--- config.mk ---
export PLATFORM = sky130hd
export DESIGN_NAME = fifo_pkt_gen
export DESIGN_NICKNAME = d
export VERILOG_FILES = /design/src/rtl/fifo_pkt_gen.sv
export SDC_FILE = /design/constraint.sdc
export NUM_CORES = 1
export LEC_CHECK = 0
export ABC_AREA = 1
export BUFFER_PORTS_ARGS = -buffer_cell sky130_fd_sc_hd__buf_4
export CORE_UTILIZATION = 61
export CTS_CLUSTER_SIZE = 10
export DETAILED_ROUTE_END_ITERATION = 8
export HOLD_SLACK_MARGIN = 0.05
export PLACE_DENSITY_LB_ADDON = 0.12
export SYNTH_ARGS = -nofsm -noshare
export SYNTH_HDL_FRONTEND = slang
export SYNTH_SLANG_ARGS = --single-unit
--- constraint.sdc ---
create_clock -name clk -period 4.43 [get_ports clk]
set_input_delay 1.329 -clock clk [delete_from_list [all_inputs] [get_ports clk]]
set_output_delay 1.329 -clock clk [all_outputs]
set_load 0.05 [all_outputs]
--- src/rtl/fifo_pkt_gen.sv ---
// -----------------------------------------------------------------------------
// fifo_pkt_gen
// Test-packet source. On a start request it writes one framed packet into a
// downstream FIFO write port: two header words, then payload words generated
// from a selectable pattern. It honours FIFO-full backpressure, can be aborted,
// and counts completed packets.
//
// Handshake: fs is a level request sampled in IDLE. The packet is written in
// WORK, one word per cycle in which fifo_txen=1 (fifo_txen = !fifo_full while
// in WORK, so a full FIFO never receives a write and no word is lost). fd (or
// abort) stays high until fs is dropped; the block then returns to IDLE. A new
// packet needs fs to go low and high again.
//
// Ports:
//   clk, rst        clock, synchronous active-high reset
//   fs              start request (level)
//   data_len        words per packet including both header words
//   mode            payload pattern: 0 index, 1 seed, 2 seed+index, 3 LFSR
//   seed            pattern seed
//   err             abort request (honoured in HEAD and WORK)
//   fifo_full       downstream FIFO full
//   fifo_txd        write data (0 outside WORK)
//   fifo_txen       write enable
//   fd              packet done
//   abort           packet aborted
//   pkt_cnt         completed packets, wraps at 16 bits
//   state_o         current state (debug)
//   byte_cnt_o      words written in the current packet (debug)
//
// Optional feature: define FIFO_PKT_GEN_CHECKSUM_EN to append a trailer word
// holding the XOR of all len words of the packet.
// -----------------------------------------------------------------------------
module fifo_pkt_gen #(
  parameter int         DATA_W    = 8,
  parameter int         LEN_W     = 12,
  parameter logic [7:0] HEAD0     = 8'h55,
  parameter logic [7:0] HEAD1     = 8'hAA,
  parameter logic [7:0] LFSR_TAPS = 8'hB8
) (
  input  logic              clk,
  input  logic              rst,
  input  logic              fs,
  input  logic [LEN_W-1:0]  data_len,
  input  logic [1:0]        mode,
  input  logic [DATA_W-1:0] seed,
  input  logic              err,
  input  logic              fifo_full,
  output logic [DATA_W-1:0] fifo_txd,
  output logic              fifo_txen,
  output logic              fd,
  output logic              abort,
  output logic [15:0]       pkt_cnt,
  output logic [2:0]        state_o,
  output logic [LEN_W-1:0]  byte_cnt_o
);

  localparam logic [2:0] S_IDLE  = 3'd0;
  localparam logic [2:0] S_HEAD  = 3'd1;
  localparam logic [2:0] S_WORK  = 3'd2;
  localparam logic [2:0] S_LAST  = 3'd3;
  localparam logic [2:0] S_ABORT = 3'd4;

  localparam logic [DATA_W-1:0] HEAD0_W = DATA_W'(HEAD0);
  localparam logic [DATA_W-1:0] HEAD1_W = DATA_W'(HEAD1);
  localparam logic [DATA_W-1:0] TAPS_W  = DATA_W'(LFSR_TAPS);

  logic [2:0]        state_q, state_d;
  logic [LEN_W-1:0]  len_q;
  logic [LEN_W-1:0]  idx_q;
  logic [1:0]        pmode_q;
  logic [DATA_W-1:0] seed_q;
  logic [DATA_W-1:0] pat_q;
  logic [15:0]       pkt_cnt_q;

  logic              wr;         // a word is written this cycle
  logic              last_word;  // current index is the final data word
  logic              final_wr;   // this write completes the packet
  logic [DATA_W-1:0] payload;
  logic [DATA_W-1:0] word;

`ifdef FIFO_PKT_GEN_CHECKSUM_EN
  logic [DATA_W-1:0] csum_q;     // XOR of data words written so far
  logic              trl_q;      // trailer word is the next write
`endif

  assign last_word = (idx_q == len_q - LEN_W'(1));

`ifdef FIFO_PKT_GEN_CHECKSUM_EN
  assign final_wr = trl_q;
`else
  assign final_wr = last_word;
`endif

  // ---------------------------------------------------------------------------
  // State register
  // ---------------------------------------------------------------------------
  always_ff @(posedge clk) begin
    if (rst) state_q <= S_IDLE;
    else     state_q <= state_d;
  end

  // ---------------------------------------------------------------------------
  // Next-state logic
  // ---------------------------------------------------------------------------
  always_comb begin
    state_d = state_q;
    case (state_q)
      S_IDLE:  if (fs) state_d = S_HEAD;
      S_HEAD: begin
        if (err) state_d = S_ABORT;
`ifdef FIFO_PKT_GEN_CHECKSUM_EN
        else     state_d = S_WORK;   // len==0 still writes the trailer
`else
        else if (len_q == '0) state_d = S_LAST;
        else                  state_d = S_WORK;
`endif
      end
      S_WORK: begin
        if (err)                 state_d = S_ABORT;
        else if (wr && final_wr) state_d = S_LAST;
      end
      S_LAST:  if (!fs) state_d = S_IDLE;
      S_ABORT: if (!fs) state_d = S_IDLE;
      default: state_d = S_IDLE;
    endcase
  end

  // ---------------------------------------------------------------------------
  // Output logic
  // ---------------------------------------------------------------------------
  always_comb begin
    payload = '0;
    case (pmode_q)
      2'd0: payload = DATA_W'(idx_q);
      2'd1: payload = seed_q;
      2'd2: payload = seed_q + DATA_W'(idx_q);
      default: payload = pat_q;
    endcase

    if (idx_q == '0)               word = HEAD0_W;
    else if (idx_q == LEN_W'(1))   word = HEAD1_W;
    else                           word = payload;
`ifdef FIFO_PKT_GEN_CHECKSUM_EN
    if (trl_q) word = csum_q;
`endif

    wr        = (state_q == S_WORK) && !fifo_full;
    fifo_txen = wr;
    fifo_txd  = (state_q == S_WORK) ? word : '0;
    fd        = (state_q == S_LAST);
    abort     = (state_q == S_ABORT);
  end

  // ---------------------------------------------------------------------------
  // Datapath registers
  // ---------------------------------------------------------------------------
  always_ff @(posedge clk) begin
    if (rst) begin
      len_q     <= '0;
      idx_q     <= '0;
      pmode_q   <= '0;
      seed_q    <= '0;
      pat_q     <= '0;
      pkt_cnt_q <= '0;
`ifdef FIFO_PKT_GEN_CHECKSUM_EN
      csum_q    <= '0;
      trl_q     <= 1'b0;
`endif
    end else begin
      case (state_q)
        S_IDLE: if (fs) begin
          len_q   <= data_len;
          pmode_q <= mode;
          seed_q  <= seed;
          // An all-zero LFSR would lock up, so seed 0 starts at 1 instead.
          pat_q   <= (mode == 2'd3 && seed == '0) ? DATA_W'(1) : seed;
        end
        S_HEAD: begin
          idx_q <= '0;
`ifdef FIFO_PKT_GEN_CHECKSUM_EN
          csum_q <= '0;
          trl_q  <= (len_q == '0);
`endif
        end
        S_WORK: if (wr) begin
`ifdef FIFO_PKT_GEN_CHECKSUM_EN
          if (!trl_q) begin
            csum_q <= csum_q ^ word;
            idx_q  <= idx_q + LEN_W'(1);
            if (last_word) trl_q <= 1'b1;
            if (pmode_q == 2'd3 && idx_q >= LEN_W'(2))
              pat_q <= {pat_q[DATA_W-2:0], ^(pat_q & TAPS_W)};
          end
`else
          idx_q <= idx_q + LEN_W'(1);
          if (pmode_q == 2'd3 && idx_q >= LEN_W'(2))
            pat_q <= {pat_q[DATA_W-2:0], ^(pat_q & TAPS_W)};
`endif
        end
        default: ;
      endcase

      // The debug byte count reads 0 whenever the block is idle.
      if (state_d == S_IDLE) idx_q <= '0;

      if (state_d == S_LAST && state_q != S_LAST)
        pkt_cnt_q <= pkt_cnt_q + 16'd1;
    end
  end

  assign pkt_cnt    = pkt_cnt_q;
  assign state_o    = state_q;
  assign byte_cnt_o = idx_q;

endmodule

**Word level (Yosys, flattened, before mapping)**

Cells that the tools add are included.

- Output and inout port bits: 42
- Input bits: 27
- Latch bits: 0
- Register bits after elaboration: 61
- Memories: 0
- Bits in read-only memories: 0
- Logic and storage cells: 65
- Bits in writable memories: 0

- Bitwise gates (word level): 0
- Muxes and demuxes: 18
- Multipliers: 0
- Shift operators: 0
- $add $sub $neg: 4
- Reduce and logical (&&, ||, !) cells: 20
- $lt $le $gt $ge: 1
- Equal/unequal tests: 15
- Divide/modulo/power cells: 0

Operator list:

| cell | number |
|---|---|
| 8-bit 2-to-1 mux | 7 |
| 12-bit zero test | 2 |
| 12-bit one-hot mux with 2 select lines | 1 |
| 8-bit one-hot mux with 3 select lines | 1 |
| 16-bit by 1-bit adder with 16-bit output (second input constant) | 1 |
| 8-bit one-hot mux with 2 select lines | 1 |
| 3-bit 2-to-1 mux | 5 |
| 12-bit by 1-bit adder with 12-bit output (second input constant) | 1 |
| 12-bit by 1-bit == test with 1-bit output (second input constant) | 1 |
| 12-bit == test | 1 |
| 12-bit by 2-bit greater-or-equal comparator with 1-bit output (second input constant) | 1 |
| 12-bit 2-to-1 mux | 1 |
| 3-bit one-hot mux with 4 select lines | 1 |
| 12-bit by 1-bit subtractor with 12-bit output (second input constant) | 1 |
| 3-bit by 2-bit == test with 1-bit output (second input constant) | 3 |
| 8-bit adder | 1 |
| 8-bit zero test | 1 |
| 8-bit parity | 1 |
| 2-bit == test (second input constant) | 3 |
| 3-bit zero test | 2 |
| 1-bit logical AND | 5 |
| 2-bit inequality test (second input constant) | 2 |
| 2-bit AND reduction | 2 |
| 4-bit AND reduction | 1 |
| other kinds (10) | 12 |

**Depth between registers and ports, before layout**

Gate-level depths: netlist of the first run.

- Depth in word-level cells: 8
- Gate-level depth with buffers: 19
- Mapped depth without buffers: 19

**Worst setup path after synthesis of the first run**

Ideal clock, no wire load.

- Path type: flip-flop to output port
- From: reg idx_q[0], in the netlist byte_cnt_o[0]
- To: out fifo_txd[6]
- Cell stages (with the launch flop): 12
- Data arrival time: 2905 ps
- Required time: 3101 ps
- Path slack: 196 ps
- Path buffers: 0
- Cell sequence: dfxtp_1 ha_1 fa_1 a21oi_1 nor2_1 o21ai_0 nand2_1 a21oi_1 nor2_1 o21ai_0 o211ai_1 a21oi_1

- Word-level cells in the longest chain between the ends: 5
- Elaborated cells between the ends (all ways): 7
- Those cells by class: add/sub: 1; eq/ne: 1; mux: 4; reduce/logical: 1

RTL lines:

| item | RTL line | text |
|---|---|---|
| start, declared | 69 | `logic [LEN_W-1:0] idx_q;` |
| start signal, assigned | 195 | `idx_q <= idx_q + LEN_W'(1);` |
| 8-bit adder | 136 | `2'd2: payload = seed_q + DATA_W'(idx_q);` |
| 8-bit one-hot mux with 3 select lines | 133 | `case (pmode_q)` |
| 8-bit 2-to-1 mux | 141 | `else if (idx_q == LEN_W'(1)) word = HEAD1_W;` |
| 8-bit 2-to-1 mux * | 140 | `if (idx_q == '0) word = HEAD0_W;` |
| 8-bit 2-to-1 mux * | 149 | `fifo_txd = (state_q == S_WORK) ? word : '0;` |
| end, declared | 48 | `output logic [DATA_W-1:0] fifo_txd,` |

Mark *: on every way between the ends. The rest lies on a longest branch, timed or not.

**Worst setup path after layout of the first run**

Ends and elaborated chain as after synthesis.

==> PnR_summary.wiki, run 1 <==
{| class="wikitable"
! Metric !! Value
|-
| Outcome || finished, final reports clean
|-
| Clk pin slew, worst setup/hold paths || 60 ps
|-
| CTS root buf || sky130_fd_sc_hd__clkbuf_8
|-
| Global-route total usage across every layer || 33.12%
|-
| Launch instance of the worst register-to-register path || len_q[0]
|-
| Worst Setup Start Kind || flop
|-
| Placeable core region || 6026 um^2
|-
| Vias || about 4200
|-
| Synthesized instance count || 601
|-
| Critical Path Sink Type || primary output
|-
| Worst reg-to-reg setup slack || 1720 ps
|-
| Vias in the first global route || 3720
|-
| First-iteration detailed-routing DRC count || 252
|-
| Clock sink total || ~60
|-
| Maximum vdd ir drop || just under 0.3 mV
|-
| Yosys synthesis warning count || 0
|-
| Synth Area per Inst || between 6 and 7 um^2
|-
| Register Area || about 1200 um^2
|-
| Clock network latency to the later pin of the worst-skew pair || 350 ps
|-
| Cell Area, Synth || between 3000 and 4000 um^2
|-
| Antenna violations before repair || 0
|-
| Layout overhead on the synthesized area || 20.35%
|-
| Maximum capacitance violations || 0
|-
| Multi-input logic area || between 2000 and 2500 um^2
|-
| Yosys top cell area share || a little under a third
|-
| Critical R2R Capture || byte_cnt_o[2]
|-
| Boundary Pins || 69
|-
| Maximum operating frequency || 0.2423 GHz
|-
| Half-perimeter wire length after detailed placement || around 8 mm
|-
| Clock buffers created by TritonCTS || 9
|-
| Largest fanout on the critical path || 9
|-
| Detailed Routing Iterations Pass 1 || 5
|-
| Headroom to the max-slew limit || 62.50%
|-
| Net count after synthesis || roughly 640
|-
| Maximum number of pins on one net before global-route repair || 34
|-
| Worst Max-Slew Pin Slew || about 560 ps
|-
| Capture endpoint of the worst hold path || len_q[1]
|-
| Worst Clk Skew || 6.349 ps
|-
| Number of diodes || 0
|-
| Post-layout net count || 710
|-
| Clk buf depth || 2
|-
| Total overflow reported by the global router || 0
|-
| Number of standard-cell rows in the floorplan || 28
|-
| Average wire length per cell after detail routing || around 14 um
|-
| Util after Layout || about 77%
|-
| First-pass GRT wire length || ~17 mm
|-
| Number of flip-flops and latches in the synthesized netlist || between 60 and 70
|-
| Path depth of the worst reg2reg path || 12
|-
| Detailed-route DRC error count || 0
|-
| Final Slew Violations || 0
|-
| Signal arrival time at the worst endpoint || approximately 2800 ps
|-
| Portion of the post-synthesis area used by sequential elements || a little under a third
|-
| Number of cells on the worst hold path || 2
|-
| Antenna violation net count after detailed routing || 0
|-
| Filler cell count in the final layout || 489
|-
| Synth cell types || 39
|-
| DIE HEIGHT || about 82 um
|-
| Cell type contributing the most total cell area after synthesis || sky130_fd_sc_hd__dfxtp_1
|-
| Die Footprint || 6684 um^2
|-
| Hold WC Path Type || flop to flop
|-
| Worst Hold Launch || len_q[1]
|-
| Layout cell share with drive strength beyond 1 || around 16%
|-
| Worst setup path category || flop to primary output
|-
| CTS H-Tree Depth || 3
|-
| Initial core utilization || roughly 64%
|-
| Ranking of synthesized cells by area || sky130_fd_sc_hd__dfxtp_1, sky130_fd_sc_hd__nand2_1, sky130_fd_sc_hd__nor2_1
|-
| Required arrival time at the worst endpoint || 3100 ps
|-
| CTS tree || built
|-
| Post-CTS Setup Bufs || 0
|-
| Leakage Power || 2.189 nW
|-
| RSZ-0062 raised after global routing || false
|-
| PD cells || 313.2 nW/um^2
|-
| Post-route minimum period || a little over 4000 ps
|-
| Most used cells in the layout excluding fill and tap cells || sky130_fd_sc_hd__nand2_1, sky130_fd_sc_hd__nor2_1, sky130_fd_sc_hd__inv_1
|-
| Detailed-route vias per instance || 5.630
|-
| Final critical-path share of the clock period || between 90% and 100%
|-
| TNS Setup || 0 ps
|-
| Die extent in x || ~82 um
|-
| Leading cell type in the layout, fill and taps excluded || sky130_fd_sc_hd__nand2_1
|-
| Wire length reported by the detailed router || between 10 and 15 mm
|-
| Placer congestion estimate || approximately 0.91
|-
| Endpoints failing setup || 0
|-
| Final count of hold timing violations || 0
|-
| Buffers on Ports || 68
|}
-- synthesized netlist by cell type --
master and instances:
sky130_fd_sc_hd__nand2_1 134, sky130_fd_sc_hd__nor2_1 88, sky130_fd_sc_hd__inv_1 75, sky130_fd_sc_hd__dfxtp_1 61, sky130_fd_sc_hd__o21ai_0 42, sky130_fd_sc_hd__a21oi_1 38
sky130_fd_sc_hd__nand3_1 30, sky130_fd_sc_hd__nand4_1 18, sky130_fd_sc_hd__xor2_1 16, sky130_fd_sc_hd__nor3_1 15, sky130_fd_sc_hd__ha_1 13, sky130_fd_sc_hd__clkbuf_1 11
sky130_fd_sc_hd__inv_2 7, sky130_fd_sc_hd__a31oi_1 6, sky130_fd_sc_hd__o211ai_1 6, sky130_fd_sc_hd__xnor2_1 6, sky130_fd_sc_hd__o2111ai_1 4, sky130_fd_sc_hd__nand2_2 3
sky130_fd_sc_hd__nor4_1 3, sky130_fd_sc_hd__a211oi_1 2, sky130_fd_sc_hd__a221oi_1 2, sky130_fd_sc_hd__buf_2 2, sky130_fd_sc_hd__nand3_2 2, sky130_fd_sc_hd__nor3_2 2
sky130_fd_sc_hd__a21o_1 1, sky130_fd_sc_hd__a41oi_1 1, sky130_fd_sc_hd__and2_1 1, sky130_fd_sc_hd__buf_4 1, sky130_fd_sc_hd__buf_6 1, sky130_fd_sc_hd__fa_1 1
sky130_fd_sc_hd__nand3_4 1, sky130_fd_sc_hd__nand4_2 1, sky130_fd_sc_hd__nor2_2 1, sky130_fd_sc_hd__nor2_4 1, sky130_fd_sc_hd__o21ai_1 1, sky130_fd_sc_hd__o21bai_1 1
sky130_fd_sc_hd__o221ai_1 1, sky130_fd_sc_hd__o311ai_0 1, sky130_fd_sc_hd__or2_2 1
-- report_power, final --
group	leakage [nW]	switching, mW	internal [mW]
Combinational	1.57	0.181	0.0979
Sequential	0.499	0.0324	0.580
Clock	0.116	0.226	0.346
Total	2.19	0.439	1.02
-- stage by stage --
| step | std cells | hold WS (ps) | total power [mW] | instance area, um^2 | worst slack, ps |
|---|---|---|---|---|---|
| after floorplan | 601 | 447.9 | 0.8184 | 3880 | 196.3 |
| after global placement | 733 | 467.1 | 0.8893 | 4444 | 738.6 |
| after detailed placement | 733 | 474.3 | 0.8988 | 4444 | 646.0 |
| after CTS | 749 | 484.0 | 1.463 | 4669 | 256.7 |
| after global routing | 749 | 512.2 | 1.526 | 4669 | 43.88 |
| final | 749 | 478.6 | 1.463 | 4669 | 302.6 |
-- worst max-delay path by stage --
stage / startpoint / end / cells after the start
2_1_floorplan: byte_cnt_o[0] / fifo_txd[6] / 11
3_5_place_dp: byte_cnt_o[0] / fifo_txd[6] / 12
4_1_cts: byte_cnt_o[0] / fifo_txd[6] / 12
3_3_place_gp: byte_cnt_o[0] / fifo_txd[6] / 12
5_1_grt: byte_cnt_o[0] / fifo_txd[6] / 12
6_report: byte_cnt_o[0] / fifo_txd[6] / 12
-- area by class of cell --
cell class                      count  share of cell area [%]
Multi-Input combinational cell    443                   48.85
Clock buffer                       12                   3.323
Inverter                           82                   6.592
Tap cell                           75                   2.010
Sequential cell                    61                   26.15
Clock inverter                      4                   1.501
Timing Repair Buffer               72                   11.58
-- state kept, by name, indices dropped and copies added, names as in the netlist --
name        cells
len_q          12
pkt_cnt        16
pmode_q         2
pat_q           8
state_o         3
byte_cnt_o     12
seed_q          8
-- layer usage --
layer / part of all wire, % / global-route usage, %
met4: 2.6 / 15.26
met5: 0 / 0
met1: 44 / 41.76
met3: 5.6 / 5.667
met2: 48 / 54.79
-- logic make-up after synthesis --
kind of cell	share of synthesized area, %
flip-flops	31.47
AND/OR/NAND/NOR	33.73
XOR/XNOR	4.966
AO/OA/AOI/OAI	15.38
buffers and inverters	9.739
adder cells (fa/ha/maj)	4.708
-- critical path, stage by stage, from the launching register on --
cell	delay, ps
sky130_fd_sc_hd__dfxtp_1	430
sky130_fd_sc_hd__ha_1	280
sky130_fd_sc_hd__fa_1	410
sky130_fd_sc_hd__a21oi_1	140
sky130_fd_sc_hd__nor2_1	60
sky130_fd_sc_hd__o21ai_1	170
sky130_fd_sc_hd__nand2_1	70
sky130_fd_sc_hd__a21oi_1	160
sky130_fd_sc_hd__nor2_1	60
sky130_fd_sc_hd__o21ai_0	180
sky130_fd_sc_hd__o211ai_1	120
sky130_fd_sc_hd__a21oi_1	150
sky130_fd_sc_hd__buf_4	220
-- timing repair --
action,CTS,global route
endpoints found under the setup margin,0,1
gates resized for setup,0,1
hold buffers,0,0
(Power assumes the default switching activity.)
==> run 2, diff against run 1 <==
--- a/config.mk
+++ b/config.mk
@@ -11,6 +11,7 @@
 export CTS_CLUSTER_SIZE = 10
 export DETAILED_ROUTE_END_ITERATION = 8
 export HOLD_SLACK_MARGIN = 0.05
+export MAX_ROUTING_LAYER = met4
 export PLACE_DENSITY_LB_ADDON = 0.12
 export SYNTH_ARGS = -nofsm -noshare
 export SYNTH_HDL_FRONTEND = slang
==> run 2 against run 1 <==
Via count is 0.28% lower. Sequential cell count is the same. Core utilization down 0.56 points. Power is 5.6% lower. Die area unchanged. Sequential power about the same. Register-to-register slack barely moved. Critical path depth stayed put. Sequential share of layout area up 0.19 points. Fmax down 1.3%. Largest power group unchanged. Highest routed layer unchanged.
==> PnR_summary.wiki, run 2 (synthesis results as in run 1) <==
{| class="wikitable"
! Metric !! Value
|-
| Total overflow reported by the global router || 0 (unchanged)
|-
| Post-layout net count || 710 (unchanged)
|-
| Die Footprint || 6684 um^2 (unchanged)
|-
| Leakage Power || 2.165 nW (-1.1%)
|-
| Net Sw Power || 0.4449 mW (+1.4%)
|-
| Final hold slack || 478.4 ps (-0.2180 ps)
|-
| DIE HEIGHT || 81.76 um (unchanged)
|-
| Crit-path cells || ha_1 > fa_1 > a21oi_1 > nor2_1 > o21ai_0 > nand2_1 > a21oi_1 > nor2_1 > o21ai_0 > o211ai_1 > a21oi_1 > buf_4
|-
| Placeable core region || 6026 um^2 (unchanged)
|-
| Buffers on Ports || 68 (unchanged)
|-
| Max reg flops || 16 (unchanged)
|-
| Largest fanout on the critical path || 9 (unchanged)
|-
| Hold WC Path Type || flop to flop
|-
| Multi-input logic area || 2281 um^2 (unchanged)
|-
| Detailed-route DRC error count || 0 (unchanged)
|-
| Die extent in x || 81.76 um (unchanged)
|-
| Antenna violations before repair || 0 (unchanged)
|-
| Post-CTS Setup Bufs || 0 (unchanged)
|-
| Register Area || 1221 um^2 (unchanged)
|-
| First-pass GRT wire length || 16.45 mm (-1.7%)
|-
| Number of diodes || 0 (unchanged)
|-
| Signal arrival time at the worst endpoint || 2850 ps (+50 ps)
|-
| Maximum capacitance violations || 0 (unchanged)
|-
| Global-route total usage across every layer || 33.37% (+0.24 points)
|-
| Final Slew Violations || 0 (unchanged)
|-
| # hold bufs at CTS || 0 (unchanged)
|-
| Util after Layout || 76.93% (-0.56 points)
|-
| Maximum vdd ir drop || 0.2231 mV (-23%)
|-
| Placer congestion estimate || 0.9030 (-0.43%)
|-
| Share of power burned in registers || 44.3% (+2.4 points)
|-
| Wire length reported by the detailed router || 10.34 mm (-2.2%)
|-
| Clock power share || 35.5% (-3.6 points)
|-
| Maximum number of pins on one net before global-route repair || 34 (unchanged)
|-
| Vias || 4205 (-0.28%)
|-
| CTS tree || built
|-
| Final count of hold timing violations || 0 (unchanged)
|-
| Internal power summed over all cells || 0.9360 mW (-8.6%)
|-
| PD cells || 297.9 nW/um^2 (-4.9%)
|-
| Switching Share || 32.22% (+2.2 points)
|-
| Final critical-path share of the clock period || 94.39% (+1.2 points)
|-
| Antenna violation net count after detailed routing || 0 (unchanged)
|-
| Critical Path Sink Type || primary output
|-
| Boundary Pins || 69 (unchanged)
|-
| Vias in the first global route || 3659 (-1.6%)
|-
| Worst Setup Start Kind || flop
|-
| Worst Clk Skew || 8.061 ps (+1.712 ps)
|-
| First-iteration detailed-routing DRC count || 224 (-11%)
|-
| Clk pin slew, worst setup/hold paths || 70 ps (about the same)
|-
| Quantity of gates resized following cts || 0 (unchanged)
|-
| Headroom to the max-slew limit || 62.16% (-0.34 points)
|-
| CTS H-Tree Depth || 3 (unchanged)
|-
| Worst Max-Slew Pin Slew || 565.5 ps (+3.634 ps)
|-
| Endpoints failing setup || 0 (unchanged)
|-
| Clock network latency to the later pin of the worst-skew pair || 350 ps (about the same)
|-
| Maximum operating frequency || 0.2391 GHz (-1.3%)
|-
| Half-perimeter wire length after detailed placement || 7.777 mm (-2.8%)
|-
| Combinational group share of total power || 20.2% (+1.1 points)
|-
| Clk buf depth || 2 (unchanged)
|-
| Cell repeated most along the worst path || sky130_fd_sc_hd__a21oi_1
|-
| Filler cell count in the final layout || 486 (-0.61%)
|-
| Average wire length per cell after detail routing || 13.80 um (-2.2%)
|-
| Number of standard-cell rows in the floorplan || 28 (unchanged)
|-
| Worst setup path category || flop to primary output
|-
| CP max stage delay || 420 ps (about the same)
|-
| Detailed Routing Iterations Pass 1 || 5 (unchanged)
|-
| Outcome || finished, final reports clean
|-
| Leading cell type in the layout, fill and taps excluded || sky130_fd_sc_hd__nand2_1
|-
| TNS Setup || 0 ps (unchanged)
|-
| Post-route minimum period || 4182 ps (+54.21 ps)
|-
| Clock sink total || 61 (unchanged)
|-
| RSZ-0062 raised after global routing || false
|-
| Detailed-route vias per instance || 5.614 (-0.28%)
|-
| Most used cells in the layout excluding fill and tap cells || sky130_fd_sc_hd__nand2_1, sky130_fd_sc_hd__nor2_1, sky130_fd_sc_hd__inv_1
|-
| Layout cell share with drive strength beyond 1 || 15.73% (unchanged)
|-
| Cell with the largest stage delay on the worst path || sky130_fd_sc_hd__dfxtp_1
|-
| Clock buffers created by TritonCTS || 9 (unchanged)
|-
| CTS root buf || sky130_fd_sc_hd__clkbuf_8
|-
| Required arrival time at the worst endpoint || 3100 ps (about the same)
|-
| Layout overhead on the synthesized area || 19.48%
|-
| Initial core utilization || 64.39% (unchanged)
|}
==> run 2: worst max-delay path: cells and delay by family, from the launching register on <==
family / cells / cell delay [ps]
compound gates: 6 / 980
fa+ha+maj: 2 / 690
buf+inv: 1 / 210
flops: 1 / 420
simple gates: 3 / 200
==> run 2: path summary, 6_finish.rpt <==
kind / slack [ps] / endpoint / depth (start not counted) / from
min: 480 / len_q[1] / 2 / len_q[1]
max: 250 / fifo_txd[6] / 12 / byte_cnt_o[0]
max reg2reg: 1730 / byte_cnt_o[5] / 14 / len_q[0]
min reg2reg: 480 / len_q[1] / 2 / len_q[1]
==> run 2: power groups by stage <==
stage                     combinational (mW)  sequential, mW  clock [mW]
after floorplan                        0.195           0.623           0
after global placement                 0.268           0.622           0
after detailed placement               0.275           0.623           0
after CTS                              0.277           0.611       0.494
after global routing                   0.312           0.615       0.516
final                                  0.279           0.612       0.491
==> run 2: per-layer routing <==
metal	wire [um]	global-route usage [%]	vias up
met2	4817	52.81	132
met5	0	-	-
met3	584	7.111	28
met1	4675	41.16	1937
met4	261	13.51	0
li1	-	-	2108
==> run 2: layout make-up <==
type                    instances  area share, %
flip-flops and latches         61          26.34
well taps                      75          2.024
repair buffers                 72          11.66
multi-input cells             443          49.20
clock inverters                 6          1.377
clock buffers                  10          2.753
inverters                      82          6.640
==> run 2: through the flow <==
stage / std cells / area [um^2] / total power [mW] / setup WS, ps
2_1_floorplan: 601 / 3880 / 0.8184 / 196.3
3_3_place_gp: 733 / 4444 / 0.8902 / 727.8
3_5_place_dp: 733 / 4444 / 0.8975 / 678.5
4_1_cts: 749 / 4636 / 1.382 / 290.3
5_1_grt: 749 / 4636 / 1.444 / 63.91
6_report: 749 / 4636 / 1.381 / 248.4
